==> src/rtl/burst_pop_scheduler.sv <==
// burst_pop_scheduler
// Round-robin burst scheduler that drains QUEUE_QUANTITY input FIFOs into one
// shared downstream FIFO. Each grant pops up to BURST_MAX words. Downstream
// almost-full pauses the burst without giving up the grant. The push and
// out_selector outputs are pop and selector delayed by one clock, which lines
// them up with the one-cycle read latency of the input FIFOs.

module burst_pop_scheduler #(
   parameter int QUEUE_QUANTITY = 4,
   parameter int SEL_BITS       = 2,
   parameter int BURST_MAX      = 4
) (
   input  logic                      clk,
   input  logic                      rst,
   input  logic                      enb,
   input  logic [QUEUE_QUANTITY-1:0] buf_empty,
   input  logic                      dst_almost_full,
   output logic [QUEUE_QUANTITY-1:0] pop,
   output logic [SEL_BITS-1:0]       selector,
   output logic                      push,
   output logic [SEL_BITS-1:0]       out_selector,
   output logic                      busy
);

   // The burst counter must hold BURST_MAX-1 and is never narrower than SEL_BITS+1.
   localparam int CNT_MIN  = SEL_BITS + 1;
   localparam int CNT_NEED = (BURST_MAX > 1) ? $clog2(BURST_MAX) : 1;
   localparam int CNT_W    = (CNT_NEED > CNT_MIN) ? CNT_NEED : CNT_MIN;

   localparam logic [CNT_W-1:0]    CNT_LAST = CNT_W'(BURST_MAX - 1);
   localparam logic [SEL_BITS-1:0] SEL_LAST = SEL_BITS'(QUEUE_QUANTITY - 1);

   typedef enum logic {
      IDLE  = 1'b0,
      BURST = 1'b1
   } state_t;

   state_t              state;
   state_t              state_next;
   logic [SEL_BITS-1:0] selector_next;
   logic [SEL_BITS-1:0] last_grant;
   logic [SEL_BITS-1:0] last_grant_next;
   logic [CNT_W-1:0]    count;
   logic [CNT_W-1:0]    count_next;

   logic [SEL_BITS-1:0] search_pick;
   logic [SEL_BITS-1:0] search_cand;
   logic                search_found;
   logic                cur_empty;
   logic                pop_ok;

   // Round-robin search. Start one past the last granted queue, wrap from
   // N-1 to 0, and pick the first queue that is not empty.
   always_comb begin
      search_found = 1'b0;
      search_pick  = selector;
      search_cand  = '0;
      for (int i = 1; i <= QUEUE_QUANTITY; i++) begin
         search_cand = SEL_BITS'((int'(last_grant) + i) % QUEUE_QUANTITY);
         if (!search_found && !buf_empty[search_cand]) begin
            search_found = 1'b1;
            search_pick  = search_cand;
         end
      end
   end

   // Pop strobe. It is combinational so the FIFO read happens in the same
   // cycle as the flags that allowed it.
   always_comb begin
      cur_empty = buf_empty[selector];
      pop_ok    = (state == BURST) && enb && !cur_empty && !dst_almost_full;
      pop       = '0;
      if (pop_ok) begin
         pop[selector] = 1'b1;
      end
      busy = (state == BURST);
   end

   // Next-state logic. In BURST, abort beats drain, drain beats pause, and
   // pause beats the normal pop/count handling.
   always_comb begin
      state_next      = state;
      selector_next   = selector;
      last_grant_next = last_grant;
      count_next      = count;
      case (state)
         IDLE: begin
            if (enb && search_found && !dst_almost_full) begin
               selector_next = search_pick;
               count_next    = '0;
               state_next    = BURST;
            end
         end
         BURST: begin
            if (!enb) begin
               state_next      = IDLE;
               last_grant_next = selector;
               count_next      = '0;
            end else if (cur_empty) begin
               state_next      = IDLE;
               last_grant_next = selector;
               count_next      = '0;
            end else if (dst_almost_full) begin
               state_next = BURST;
            end else if (count == CNT_LAST) begin
               state_next      = IDLE;
               last_grant_next = selector;
               count_next      = '0;
            end else begin
               count_next = count + 1'b1;
            end
         end
         default: begin
            state_next = IDLE;
         end
      endcase
   end

   // State register. Reset parks last_grant on the top queue so that the
   // first grant after reset goes to queue 0.
   always_ff @(posedge clk) begin
      if (!rst) begin
         state      <= IDLE;
         selector   <= '0;
         last_grant <= SEL_LAST;
         count      <= '0;
      end else begin
         state      <= state_next;
         selector   <= selector_next;
         last_grant <= last_grant_next;
         count      <= count_next;
      end
   end

   // Delay pop and selector by one clock so they arrive with the FIFO read data.
   always_ff @(posedge clk) begin
      if (!rst) begin
         push         <= 1'b0;
         out_selector <= '0;
      end else begin
         push <= |pop;
         if (|pop) begin
            out_selector <= selector;
         end
      end
   end

endmodule
==> config.mk <==
export PLATFORM = sky130hd
export DESIGN_NAME = burst_pop_scheduler
export DESIGN_NICKNAME = d
export VERILOG_FILES = /design/src/rtl/burst_pop_scheduler.sv
export SDC_FILE = /design/constraint.sdc
export NUM_CORES = 1
export LEC_CHECK = 0
export CAP_MARGIN = 15
export CELL_PAD_IN_SITES_DETAIL_PLACEMENT = 1
export CELL_PAD_IN_SITES_GLOBAL_PLACEMENT = 2
export CORE_MARGIN = 8
export CORE_UTILIZATION = 35
export CTS_BUF_LIST = sky130_fd_sc_hd__clkbuf_8
export DETAILED_ROUTE_END_ITERATION = 16
export DONT_BUFFER_PORTS = 1
export GPL_TIMING_DRIVEN = 1
export PLACE_DENSITY_LB_ADDON = 0.15
export SKIP_CTS_REPAIR_TIMING = 1
export SLEW_MARGIN = 20
export SYNTH_ARGS = -nofsm -noshare
export SYNTH_HDL_FRONTEND = slang
export SYNTH_SLANG_ARGS = --single-unit
==> constraint.sdc <==
create_clock -name clk -period 1.6 [get_ports clk]
set_input_delay 0.32 -clock clk [delete_from_list [all_inputs] [get_ports clk]]
set_output_delay 0.32 -clock clk [all_outputs]
set_load 0.05 [all_outputs]
### Word-level counts from Yosys, hierarchy flattened

Cells that the tools add are included.

| word-level totals | value |
|---|---|
| logic and storage cells | 81 |
| output and inout bits | 10 |
| flip-flop bits (word level) | 11 |

| cells by class | value |
|---|---|
| add/sub/neg operators | 5 |
| eq/ne operators | 6 |
| mux-type cells | 37 |
| bitwise gates (word level) | 1 |
| magnitude comparators | 6 |
| reductions and logical operators | 20 |

Operators with widths:

| operator | count |
|---|---|
| two-way mux 2 bit | 8 |
| < comparator 2 x 3 -> 1 bit (second input constant) | 5 |
| two-way mux 1 bit | 15 |
| two-way mux 3 bit | 5 |
| binary-select mux 1 bit (select 2 bit) | 5 |
| logical AND 1 bit | 9 |
| logical NOT 1 bit | 7 |
| case mux 3 bit (2 select lines) | 1 |
| AND reduction 3 bit | 2 |
| adder 2 x 1 -> 2 bit (second input constant) | 2 |
| adder 2 bit (second input constant) | 2 |
| two-way mux 4 bit | 1 |
| != test 4 x 1 -> 1 bit (second input constant) | 1 |
| != test 4 x 3 -> 1 bit (second input constant) | 1 |
| OR reduction 4 bit | 1 |
| adder 3 x 1 -> 3 bit (second input constant) | 1 |
| == test 3 x 2 -> 1 bit (second input constant) | 1 |
| != test 3 x 1 -> 1 bit (second input constant) | 1 |
| != test 3 x 2 -> 1 bit (second input constant) | 1 |
| demux 1 bit (select 2 bit) | 1 |
| greater-or-equal comparator 2 x 1 -> 1 bit (second input constant) | 1 |
| != test 2 bit (second input constant) | 1 |
| case mux 1 bit (2 select lines) | 1 |
| AND reduction 2 bit | 1 |
| inverter 1 bit | 1 |

### Depth between registers and ports, before layout

Gate-level depths: netlist (run 1).

| logic depth | value |
|---|---|
| depth after elaboration | 16 |
| depth in mapped cells | 5 |

### Least setup slack after synthesis (run 1)

No wires, ideal clock.

| timing | value |
|---|---|
| path kind | register to output |
| start | register selector[1] |
| end | output pop[0] |
| required time | 1.280 ns |
| cell stages (with the launch flop) | 4 |
| arrival time | 2.608 ns |
| setup slack | -1.328 ns |
| cell sequence | dfxtp_1 buf_6 mux2_4 nor4_1 |

| between the ends | value |
|---|---|
| cells in the longest elaborated chain, start to end | 6 |
| elaborated cells on any way between the ends | 11 |

Ends and longest elaborated chain:

| element | RTL line | text |
|---|---|---|
| from (decl) | 19 | `output logic [SEL_BITS-1:0] selector,` |
| from (signal assigned) | 129 | `selector <= selector_next;` |
| branches (longest 5 deep; another with < comparator 2 x 3 -> 1 bit) | -- |  |
| two-way mux 4 bit (*) | 73 | `if (pop_ok) begin` |
| to (decl) | 18 | `output logic [QUEUE_QUANTITY-1:0] pop,` |

Every way passes the cells marked *. The select of a mux whose other input is x is not followed.

### Final worst setup path (run 1)

| timing | value |
|---|---|
| start | register selector[1] |
| end | output pop[1] |

The elaborated chain is that of the path after synthesis.

==> results of run 1 <==
[per-layer routing]
metal | global-route usage [%] | routed length (µm) | part of all wire, %
met4 | 4.651 | 5 | 0.23
met3 | 4.593 | 144 | 6.5
met1 | 14.72 | 998 | 45
met2 | 20.90 | 1055 | 48
met5 | 0 | 0 | 0
[sequential cells by signal, summed over array words and instances (netlist names)]
| register | count |
|---|---|
| busy | 1 |
| count | 3 |
| last_grant | 2 |
| out_selector | 2 |
| push | 1 |
| selector | 2 |
[where the power goes]
group          internal, mW  switching (mW)  leakage, nW
combinational        0.0728          0.0921        0.270
sequential            0.283          0.0133       0.0901
clock                 0.169           0.111       0.0269
[per-stage QoR]
stage	hold WS, ns	utilization, %	setup WS (ns)
floorplan	0.4046	-	-0.3610
global route	0.1741	51.55	-0.2961
global placement	0.4110	48.84	-0.002246
CTS	0.1713	51.16	-0.2895
finish	0.1809	51.55	-0.2463
detailed placement	0.4184	48.84	-0.02162
[worst max-delay path: cells and delay by family, from the launching register on]
family / cells / cell delay (ns)
and+or+nand+nor: 2 / 0.26
muxes: 1 / 0.34
DFF: 1 / 0.36
AOI/OAI and AO/OA: 1 / 0.19
buffers and inverters: 1 / 0.14
[synth_stat cells, drive strengths merged]
library cell,instances,area share (%)
a21oi,4,2.8
nor2b,1,0.88
a311o,1,1.4
nand2b,3,2.6
or2b,1,1.1
o21ai,7,4.9
o221ai,3,3.7
a31oi,4,3.5
nand3b,1,1.1
or3b,1,1.2
a22oi,1,1.1
buf,3,3.3
clkbuf,3,1.9
o22ai,2,3.7
o22a,1,1.4
nor2,7,3.7
nand3,7,4.9
mux2,2,4.2
a221oi,1,1.2
nor4,2,1.8
dfxtp,11,31
ha,1,1.8
nand2,10,5.3
nand4,2,1.8
o211ai,3,3.2
inv,8,4.2
o311ai,1,1.2
and4,1,1.2
[final timing paths]
| check | from | endpoint | slack [ns] | cells after the start |
|---|---|---|---|---|
| setup / recovery | selector[1] | pop[1] | -0.25 | 5 |
| hold / removal | rst | last_grant[1] | 0.18 | 1 |
| setup reg to reg | selector[1] | last_grant[1] | 0.06 | 5 |
| hold reg to reg | count[2] | count[2] | 0.42 | 2 |
[cells by family (layout without fill, tap and decap cells)]
family / count (synthesis) / after routing
simple gates: 36 / 36
flops: 11 / 11
compound gates: 28 / 28
mux: 2 / 2
fa+ha+maj: 1 / 1
buf+inv: 14 / 28
[cell type report]
| type | count | area [µm²] |
|---|---|---|
| Fill cell | 250 | 940.9 |
| Multi-Input combinational cell | 67 | 485.5 |
| Sequential cell | 11 | 224.0 |
| Timing Repair Buffer | 16 | 182.7 |
| Clock buffer | 3 | 41.29 |
| Tap cell | 27 | 33.78 |
| Inverter | 8 | 30.03 |
| Clock inverter | 1 | 3.754 |
==> impl_metrics.py, run 1 <==
metrics = {
    "outcome": {
        "outcome": "complete, but fails checks",
        "violations": "negative setup slack",
    },
    "setup_path": {
        "cpPeakStageDelay_ns": 0.36,
        "worstSetupPathType": "reg2out",
        "arrival_ns": 1.53,
        "crit_chain": "mux2_4 -> o22ai_4 -> nand3_4 -> nor2_4 -> buf_12",
        "cpMaxStageDelayCell": "dfxtp_4",
        "start_kind": "register",
        "cp.required_ns": 1.28,
        "cp_max_fo": 4,
        "cp-end-kind": "output port",
    },
    "final_layout": {
        "stdcell_count": 133,
        "layout_common_cells": "11 x buf_4, 10 x nand2_1, 10 x dfxtp_1, 9 x inv_1, 7 x o21ai_0",
        "stdcell_area_um2": 1001,
        "drive_gt1_share_pct": 28.30,
        "areaGrowthSynthToFinish_pct": 40.60,
        "num_antenna_cells": 0,
        "layout.nets": 116,
        "final_common_cell": "buf_4",
    },
    "routing": {
        "post_drt_wl_per_cell_um": 16.56,
        "drt-pass1-iter-count": 4,
        "drc": 0,
        "postRouteAntennaNets": 0,
        "vias_per_cell": 5.519,
        "drtIter0Drc": 13,
        "via_count": 734,
        "wirelength_um": 2203,
    },
    "logic_synthesis": {
        "synth-adder-area-share_pct": 1.757,
        "synth-seq-cells": 11,
        "synth-seq-area-share_pct": 30.93,
        "yosys.cell_types.count": 32,
        "muxShareOfSynthArea_pct": 4.218,
        "synth_top_family_by_area": "compound AO/OA/AOI/OAI gates",
        "netlist_area_um2": 711.9,
        "yosysWarnings": 0,
        "synth_fp_nets": 101,
        "syn_avg_cell_area_um2": 7.738,
        "synth_compound_area_share_pct": 28.12,
        "synth-simple-area-share_pct": 25.48,
        "synthCells": 92,
        "yosys.area_share.xor_xnor_pct": 0,
    },
    "global_routing": {
        "grt_pass1_wl_um": 3567,
        "grt_max_degree": 13,
        "grt_use_total_pct": 12.74,
        "first_global_vias": 751,
        "antenna_found_initial": 0,
        "gr-total-overflow": 0,
    },
    "clocking": {
        "cts_tree": "built",
        "cts.sinks": 11,
        "htree_levels": 1,
        "clkTransAtPathRegs_ns": 0.05,
        "cts.path.max_buffers": 2,
        "clkLatencyLatePin_ns": 0.24,
        "numCtsBuffers": 3,
        "cts_root_buf": "clkbuf_8",
    },
    "place": {
        "dpl_cell_area_um2": 948.4,
        "hpwl_um": 1801,
        "io_buffers": 0,
        "place_inst": 128,
        "gp_congestion": 0.7695,
    },
    "sta": {
        "clock_skew_ns": 0.007167,
        "tns_ns": -0.9523,
        "rsz0062_at_grt": "true",
        "slew_violations": 0,
        "fin_ws_ns": -0.2463,
        "worstMarginPinSlew_ns": 0.4993,
        "min_period_over_period_pct": 115.4,
        "hold_viol_final": 0,
        "post-route-min-period_ns": 1.846,
        "relSlewSlack_pct": 66.67,
        "max_freq_mhz": 541.6,
        "final-setup-viol-count": 4,
    },
    "power": {
        "finalPower_uw": 741.0,
        "irDropWorstVdd_mv": 0.4522,
        "p_leak_nw": 0.3869,
        "power_density_nw_per_um2": 740.3,
    },
    "flow_run": {
        "maxCapViolations": 0,
    },
    "floorplanning": {
        "die_x_um": 61.10,
        "ioPinCount": 18,
        "row_count": 16,
        "fp.dieH_um": 61.10,
        "die-area_um2": 3733,
        "coreArea_um2": 1942,
        "start_util_pct": 36.66,
    },
    "min_path": {
        "hold_class": "in2reg",
    },
}
(Power assumes the default switching activity.)
==> run 2, diff against run 1 <==
Settings changed: CTS_CLUSTER_DIAMETER from default to 100.
==> results of run 2 <==
No change in the layout: final DEF, timing and power equal those of run 1.
==> run 3, diff against run 2 <==
Settings changed: CAP_MARGIN 15 to default.
==> results of run 3 <==
No change in the layout: final DEF, timing and power equal those of run 1.
